$ cat config.mk
export PLATFORM = sky130hd
export DESIGN_NAME = mem_arbiter_flat
export DESIGN_NICKNAME = d
export VERILOG_FILES = /design/src/rtl/mem_arbiter_if.sv /design/src/rtl/mem_arbiter.sv /design/src/flat_wrapper.sv
export SDC_FILE = /design/constraint.sdc
export NUM_CORES = 1
export LEC_CHECK = 0
export BUFFER_PORTS_ARGS = -buffer_cell sky130_fd_sc_hd__buf_2
export CAP_MARGIN = 20
export CORE_ASPECT_RATIO = 0.75
export CORE_MARGIN = 2
export CORE_UTILIZATION = 51
export CTS_CLUSTER_SIZE = 10
export DETAILED_ROUTE_END_ITERATION = 10
export HOLD_SLACK_MARGIN = 0.03
export PLACE_DENSITY = 0.85
export SLEW_MARGIN = 10
export SYNTH_ARGS = -nofsm -noshare
export SYNTH_HDL_FRONTEND = slang
export SYNTH_SLANG_ARGS = --single-unit
export TNS_END_PERCENT = 10
$ cat constraint.sdc
create_clock -name clk -period 3.2 [get_ports clk]
set_input_delay 0.64 -clock clk [delete_from_list [all_inputs] [get_ports clk]]
set_output_delay 0.64 -clock clk [all_outputs]
set_load 0.005 [all_outputs]
$ cat src/rtl/mem_arbiter_if.sv
// Bundle of the fetch port, load/store port and unified memory bus around mem_arbiter.
// The arbiter uses the slave view; requesters and memory models use the master view.
interface mem_arbiter_if;
  logic        if_req;
  logic [31:0] if_addr;
  logic        if_ready;
  logic [31:0] if_rdata;
  logic        if_err;

  logic        ls_req;
  logic        ls_we;
  logic [31:0] ls_addr;
  logic [31:0] ls_wdata;
  logic        ls_ready;
  logic [31:0] ls_rdata;
  logic        ls_err;

  logic [31:0] mem_A;
  logic [31:0] mem_WD;
  logic        mem_WE;
  logic [31:0] mem_RD;

  modport slave (
    input  if_req, if_addr, ls_req, ls_we, ls_addr, ls_wdata, mem_RD,
    output if_ready, if_rdata, if_err, ls_ready, ls_rdata, ls_err,
           mem_A, mem_WD, mem_WE
  );

  modport master (
    output if_req, if_addr, ls_req, ls_we, ls_addr, ls_wdata, mem_RD,
    input  if_ready, if_rdata, if_err, ls_ready, ls_rdata, ls_err,
           mem_A, mem_WD, mem_WE
  );
endinterface

$ cat src/rtl/mem_arbiter.sv
// Shares one unified memory between the fetch and load/store paths: one access at a
// time in a fixed IDLE/GRANT/RESP slot, with a wait counter that keeps fetch from starving.
module mem_arbiter #(
  parameter int MEM_WORDS = 1000,
  parameter int DATA_BASE = 2000,
  parameter int MAX_WAIT  = 4
) (
  input  logic         clk,
  input  logic         rst,
  mem_arbiter_if.slave bus,
  output logic         busy
);

  typedef enum logic [1:0] {IDLE, GRANT, RESP} state_t;

  localparam logic [31:0] ADDR_LIMIT = 32'(4 * MEM_WORDS);
  localparam logic [31:0] DATA_START = 32'(DATA_BASE);
  localparam logic [3:0]  WAIT_MAX   = 4'(MAX_WAIT);

  state_t      state;
  state_t      state_nxt;
  logic [3:0]  wait_cnt;
  logic [31:0] lat_addr;
  logic [31:0] lat_wdata;
  logic        lat_we;
  logic        lat_fault;
  logic        owner_ls;
  logic [31:0] if_rdata_q;
  logic [31:0] ls_rdata_q;

  logic        any_req;
  logic        pick_ls;
  logic [31:0] sel_addr;
  logic        sel_we;
  logic        sel_fault;
  logic [31:0] grant_rdata;

  // LS wins a contested slot until IF has been passed over MAX_WAIT times in a row.
  always_comb begin
    any_req   = bus.if_req | bus.ls_req;
    pick_ls   = bus.ls_req & (~bus.if_req | (wait_cnt < WAIT_MAX));
    sel_addr  = pick_ls ? bus.ls_addr : bus.if_addr;
    sel_we    = pick_ls & bus.ls_we;
    sel_fault = (sel_addr[1:0] != 2'b00) ||
                (sel_addr >= ADDR_LIMIT) ||
                (sel_we && (sel_addr < DATA_START));
  end

  always_ff @(posedge clk) begin
    if (rst) begin
      state <= IDLE;
    end else begin
      state <= state_nxt;
    end
  end

  always_comb begin
    state_nxt = state;
    case (state)
      IDLE:    if (any_req) state_nxt = GRANT;
      GRANT:   state_nxt = RESP;
      RESP:    state_nxt = IDLE;
      default: state_nxt = IDLE;
    endcase
  end

  // Stores and faulted accesses return zero instead of whatever the memory drives.
  assign grant_rdata = (lat_fault | lat_we) ? 32'h0 : bus.mem_RD;

  always_ff @(posedge clk) begin
    if (rst) begin
      wait_cnt   <= 4'd0;
      lat_addr   <= 32'h0;
      lat_wdata  <= 32'h0;
      lat_we     <= 1'b0;
      lat_fault  <= 1'b0;
      owner_ls   <= 1'b0;
      if_rdata_q <= 32'h0;
      ls_rdata_q <= 32'h0;
    end else begin
      case (state)
        IDLE: begin
          if (any_req) begin
            owner_ls  <= pick_ls;
            lat_addr  <= sel_addr;
            lat_wdata <= pick_ls ? bus.ls_wdata : 32'h0;
            lat_we    <= sel_we;
            lat_fault <= sel_fault;
            // A contested LS win can only occur below WAIT_MAX, so the increment saturates there.
            if (!pick_ls) begin
              wait_cnt <= 4'd0;
            end else if (bus.if_req && (wait_cnt < WAIT_MAX)) begin
              wait_cnt <= wait_cnt + 4'd1;
            end
          end
        end
        GRANT: begin
          if (owner_ls) begin
            ls_rdata_q <= grant_rdata;
          end else begin
            if_rdata_q <= grant_rdata;
          end
        end
        default: begin
        end
      endcase
    end
  end

  // A reset landing on the GRANT edge must never commit the write.
  always_comb begin
    bus.mem_A    = 32'h0;
    bus.mem_WD   = 32'h0;
    bus.mem_WE   = 1'b0;
    bus.if_ready = 1'b0;
    bus.if_err   = 1'b0;
    bus.if_rdata = 32'h0;
    bus.ls_ready = 1'b0;
    bus.ls_err   = 1'b0;
    bus.ls_rdata = 32'h0;
    busy         = (state != IDLE);
    case (state)
      GRANT: begin
        bus.mem_A  = lat_addr;
        bus.mem_WD = lat_wdata;
        bus.mem_WE = lat_we & ~lat_fault & ~rst;
      end
      RESP: begin
        if (owner_ls) begin
          bus.ls_ready = 1'b1;
          bus.ls_err   = lat_fault;
          bus.ls_rdata = ls_rdata_q;
        end else begin
          bus.if_ready = 1'b1;
          bus.if_err   = lat_fault;
          bus.if_rdata = if_rdata_q;
        end
      end
      default: begin
      end
    endcase
  end

endmodule

$ cat src/flat_wrapper.sv
// flat-port wrapper written by rule: the top's interface ports become plain ports
module mem_arbiter_flat 
#(
  parameter int MEM_WORDS = 1000,
  parameter int DATA_BASE = 2000,
  parameter int MAX_WAIT  = 4
)
  (clk, rst, busy, bus_if_req, bus_if_addr, bus_ls_req, bus_ls_we, bus_ls_addr, bus_ls_wdata, bus_mem_RD, bus_if_ready, bus_if_rdata, bus_if_err, bus_ls_ready, bus_ls_rdata, bus_ls_err, bus_mem_A, bus_mem_WD, bus_mem_WE);
  mem_arbiter_if bus_i ();
  input  logic clk;
  input  logic rst;
  output logic busy;
  input wire logic [$bits(bus_i.if_req)-1:0] bus_if_req;
  input wire logic [$bits(bus_i.if_addr)-1:0] bus_if_addr;
  input wire logic [$bits(bus_i.ls_req)-1:0] bus_ls_req;
  input wire logic [$bits(bus_i.ls_we)-1:0] bus_ls_we;
  input wire logic [$bits(bus_i.ls_addr)-1:0] bus_ls_addr;
  input wire logic [$bits(bus_i.ls_wdata)-1:0] bus_ls_wdata;
  input wire logic [$bits(bus_i.mem_RD)-1:0] bus_mem_RD;
  output wire logic [$bits(bus_i.if_ready)-1:0] bus_if_ready;
  output wire logic [$bits(bus_i.if_rdata)-1:0] bus_if_rdata;
  output wire logic [$bits(bus_i.if_err)-1:0] bus_if_err;
  output wire logic [$bits(bus_i.ls_ready)-1:0] bus_ls_ready;
  output wire logic [$bits(bus_i.ls_rdata)-1:0] bus_ls_rdata;
  output wire logic [$bits(bus_i.ls_err)-1:0] bus_ls_err;
  output wire logic [$bits(bus_i.mem_A)-1:0] bus_mem_A;
  output wire logic [$bits(bus_i.mem_WD)-1:0] bus_mem_WD;
  output wire logic [$bits(bus_i.mem_WE)-1:0] bus_mem_WE;
  assign bus_i.if_req = bus_if_req;
  assign bus_i.if_addr = bus_if_addr;
  assign bus_i.ls_req = bus_ls_req;
  assign bus_i.ls_we = bus_ls_we;
  assign bus_i.ls_addr = bus_ls_addr;
  assign bus_i.ls_wdata = bus_ls_wdata;
  assign bus_i.mem_RD = bus_mem_RD;
  assign bus_if_ready = bus_i.if_ready;
  assign bus_if_rdata = bus_i.if_rdata;
  assign bus_if_err = bus_i.if_err;
  assign bus_ls_ready = bus_i.ls_ready;
  assign bus_ls_rdata = bus_i.ls_rdata;
  assign bus_ls_err = bus_i.ls_err;
  assign bus_mem_A = bus_i.mem_A;
  assign bus_mem_WD = bus_i.mem_WD;
  assign bus_mem_WE = bus_i.mem_WE;
  mem_arbiter #(.MEM_WORDS(MEM_WORDS), .DATA_BASE(DATA_BASE), .MAX_WAIT(MAX_WAIT)) u_core (.clk(clk), .rst(rst), .bus(bus_i), .busy(busy));
endmodule
==> impl_metrics.json <==
{
  "crit_path_start_kind": "register",
  "drtAntennaViolNets": 0,
  "cts_tree": "done",
  "max_slew_margin": 0.382,
  "switching_share": 0.249,
  "grt_overflow_total": 0,
  "finalCriticalPeriod_ns": 2.70,
  "synth-seq-cells": 137,
  "clock.fmax_ghz": 0.371,
  "synth_edf_count": 0,
  "p_seq_frac": 0.412,
  "die_w_um": 131,
  "gp_congestion": 0.896,
  "switching_power_uw": 1130,
  "cts.sink_count": 137,
  "min_to": "u_core.ls_rdata_q[18]$_SDFFE_PP0P_",
  "synth.area.top_cells": "dfxtp_1, and2_1, nand2_1",
  "grt_max_degree": 139,
  "r2r_setup_slack_ns": 0.99,
  "n_antenna_cell": 0,
  "htree_levels": 4,
  "tightest_slew_ns": 0.927,
  "r2r_cells": 5,
  "yosys.cell_count.top_type": "dfxtp_1",
  "rsz0062_at_grt": "no",
  "synth_common_cells": "dfxtp_1, nand2_1, and2_1, nor2_1, a21oi_1",
  "path_max_fanout": 67,
  "synth-seq-area-share": 0.447,
  "critical_path_required_ns": 2.56,
  "hpwl_um": 12300,
  "final.fill_count": 989,
  "area_delta_synth_final_pct": 33.1,
  "ys_types": 32,
  "grt_antenna_before_repair": 0,
  "grt_util_all_layers": 0.275,
  "post_drt_wl_per_cell_um": 15.2,
  "synthCells": 787,
  "clkTransAtPathRegs_ns": 0.06,
  "timing.final.crit_share": 0.842,
  "start_util": 0.526,
  "cap_violations": 0,
  "multi_input_area_sq_um": 3110,
  "min_from": "u_core.ls_rdata_q[18]$_SDFFE_PP0P_",
  "whs_path_depth": 2,
  "vdd.ir_drop.worst_mv": 0.384,
  "drt_iter0_drc": 453,
  "grt_first_pass_wirelength_um": 28200,
  "setup_viol_count_final": 0,
  "nNetsFinal": 1150,
  "die_h_um": 99.0,
  "cts_hold_buf": 0,
  "syn-num-nets": 921,
  "ys_warn_count": 0,
  "p_comb_frac": 0.124,
  "async_flop_share": 0,
  "root_buffer": "clkbuf_16",
  "final_layout_size_suffix_gt1_frac": 0.310,
  "cts_made_buffers": 17,
  "finalSetupTns_ns": 0,
  "skew_ns": 0.00797,
  "reg2reg_from": "u_core.state[0]$_SDFFE_PP0P_",
  "die_area_sq_um": 12900,
  "drc": 0,
  "status": "finished, final reports clean",
  "p_per_area_nw_per_um2": 558,
  "vias_per_cell": 5.38,
  "ios": 267,
  "synth_top_area_cell": "dfxtp_1",
  "regArea_sq_um": 2740,
  "drv_slew": 0,
  "end_kind": "output port",
  "p_int_uw": 3420,
  "grt_pass1_vias": 5834,
  "vias": 6411,
  "routed_wl_um": 18100,
  "drtPass1Iterations": 5,
  "rows": 34,
  "leakage_uw": 0.00376,
  "hold_violations": 0,
  "cts_resized": 0,
  "worstSkewPairLatency_ns": 0.41,
  "cp.arrival_ns": 2.06,
  "clockPowerShare": 0.465,
  "total_power_uw": 4550,
  "timing.rr.end": "u_core.ls_rdata_q[0]$_SDFFE_PP0P_",
  "yosys_most_used_dff": "dfxtp_1",
  "timing_worst_setup_path_type": "register to output port",
  "core_area_sq_um": 11700,
  "postCtsSetupBuffers": 0,
  "synth.top_cell.area_share": 0.447,
  "synth_area_per_cell_sq_um": 7.79,
  "syn-cell-area_sq_um": 6130,
  "hold_class": "register to register",
  "place.port_buffers": 266,
  "clock_path_buffers": 2
}
## placed cells by master, fill, tap and decap left out, types with 2 or more instances in the layout
cell / netlist / routed
o21ai_2: 2 / 2
nor4_1: 11 / 11
clkinvlp_4: 0 / 3
clkbuf_8: 0 / 4
nor2_1: 74 / 71
clkbuf_16: 0 / 17
nand2b_1: 2 / 2
buf_4: 4 / 12
o21ai_0: 4 / 4
nor4b_1: 2 / 2
and2_1: 132 / 132
nor2_4: 1 / 3
nand3_1: 65 / 65
nand4_1: 6 / 6
dfxtp_1: 137 / 137
buf_2: 21 / 265
a22oi_1: 32 / 32
clkinv_4: 0 / 2
bufinv_16: 0 / 4
a311oi_1: 32 / 32
a21oi_1: 69 / 69
nand2_1: 136 / 136
## metrics by stage
stage / setup WS, ns / hold slack [ns] / util / cells / cell area (sq um)
after global placement: 0.960 / 0.430 / 0.643 / 1158 / 7500
after detailed placement: 0.919 / 0.442 / 0.644 / 1159 / 7510
after floorplan: 1.41 / 0.424 / - / 787 / 6130
after CTS: 0.479 / 0.448 / 0.700 / 1191 / 8160
after global routing: 0.315 / 0.459 / 0.700 / 1191 / 8160
final: 0.504 / 0.449 / 0.700 / 1191 / 8160
## routing by layer
metal | wire, um | global-route usage | part of all wire
met1 | 7720 | 0.355 | 0.43
met2 | 8490 | 0.446 | 0.47
met3 | 1610 | 0.0809 | 0.089
met4 | 252 | 0.0851 | 0.014
met5 | 0 | 0 | 0
## final cells by class
cell class	count	share of cell area
multi-input combinational	579	0.381
sequential	137	0.336
timing repair buffer	279	0.178
clock buffer	22	0.0593
tap	162	0.0248
clock inverter	10	0.0202
inverter	2	0.000920
## worst max-delay path, cell delays in order, from the launching register on
cell and delay, ns:
dfxtp_1 0.45, and2b_2 0.79, and2_1 0.24, buf_2 0.12
## registers in the layout, indices dropped and copies added (netlist names), 2 cells and up
register           flops
u_core.if_rdata_q     32
u_core.lat_addr       32
u_core.lat_wdata      32
u_core.ls_rdata_q     32
u_core.state           2
u_core.wait_cnt        4
## logic make-up after synthesis
group	Yosys count	synth area share
DFF	137	0.447
buffers and inverters	71	0.0502
AOI/OAI and AO/OA	142	0.151
adders and majority gates	1	0.00204
and+or+nand+nor	436	0.349
## power by group through the flow
stage               Sequential (uW)  Combinational, uW  Clock (uW)
CTS                            1870                559        2140
global route                   1890                628        2220
global placement               1910                543           0
finish                         1880                562        2120
floorplan                      1880                356           0
detailed placement             1910                556           0
## worst max-delay path by stage
stage	start	endpoint
after floorplan	rst	bus_mem_WE
after global placement	u_core.state[0]$_SDFFE_PP0P_	bus_mem_WD[8]
after detailed placement	u_core.state[0]$_SDFFE_PP0P_	bus_mem_A[22]
after CTS	u_core.state[0]$_SDFFE_PP0P_	bus_mem_A[22]
after global routing	u_core.state[0]$_SDFFE_PP0P_	bus_mem_A[3]
final	u_core.state[0]$_SDFFE_PP0P_	bus_mem_A[22]
Note: power is estimated with default switching activity, not from simulation.
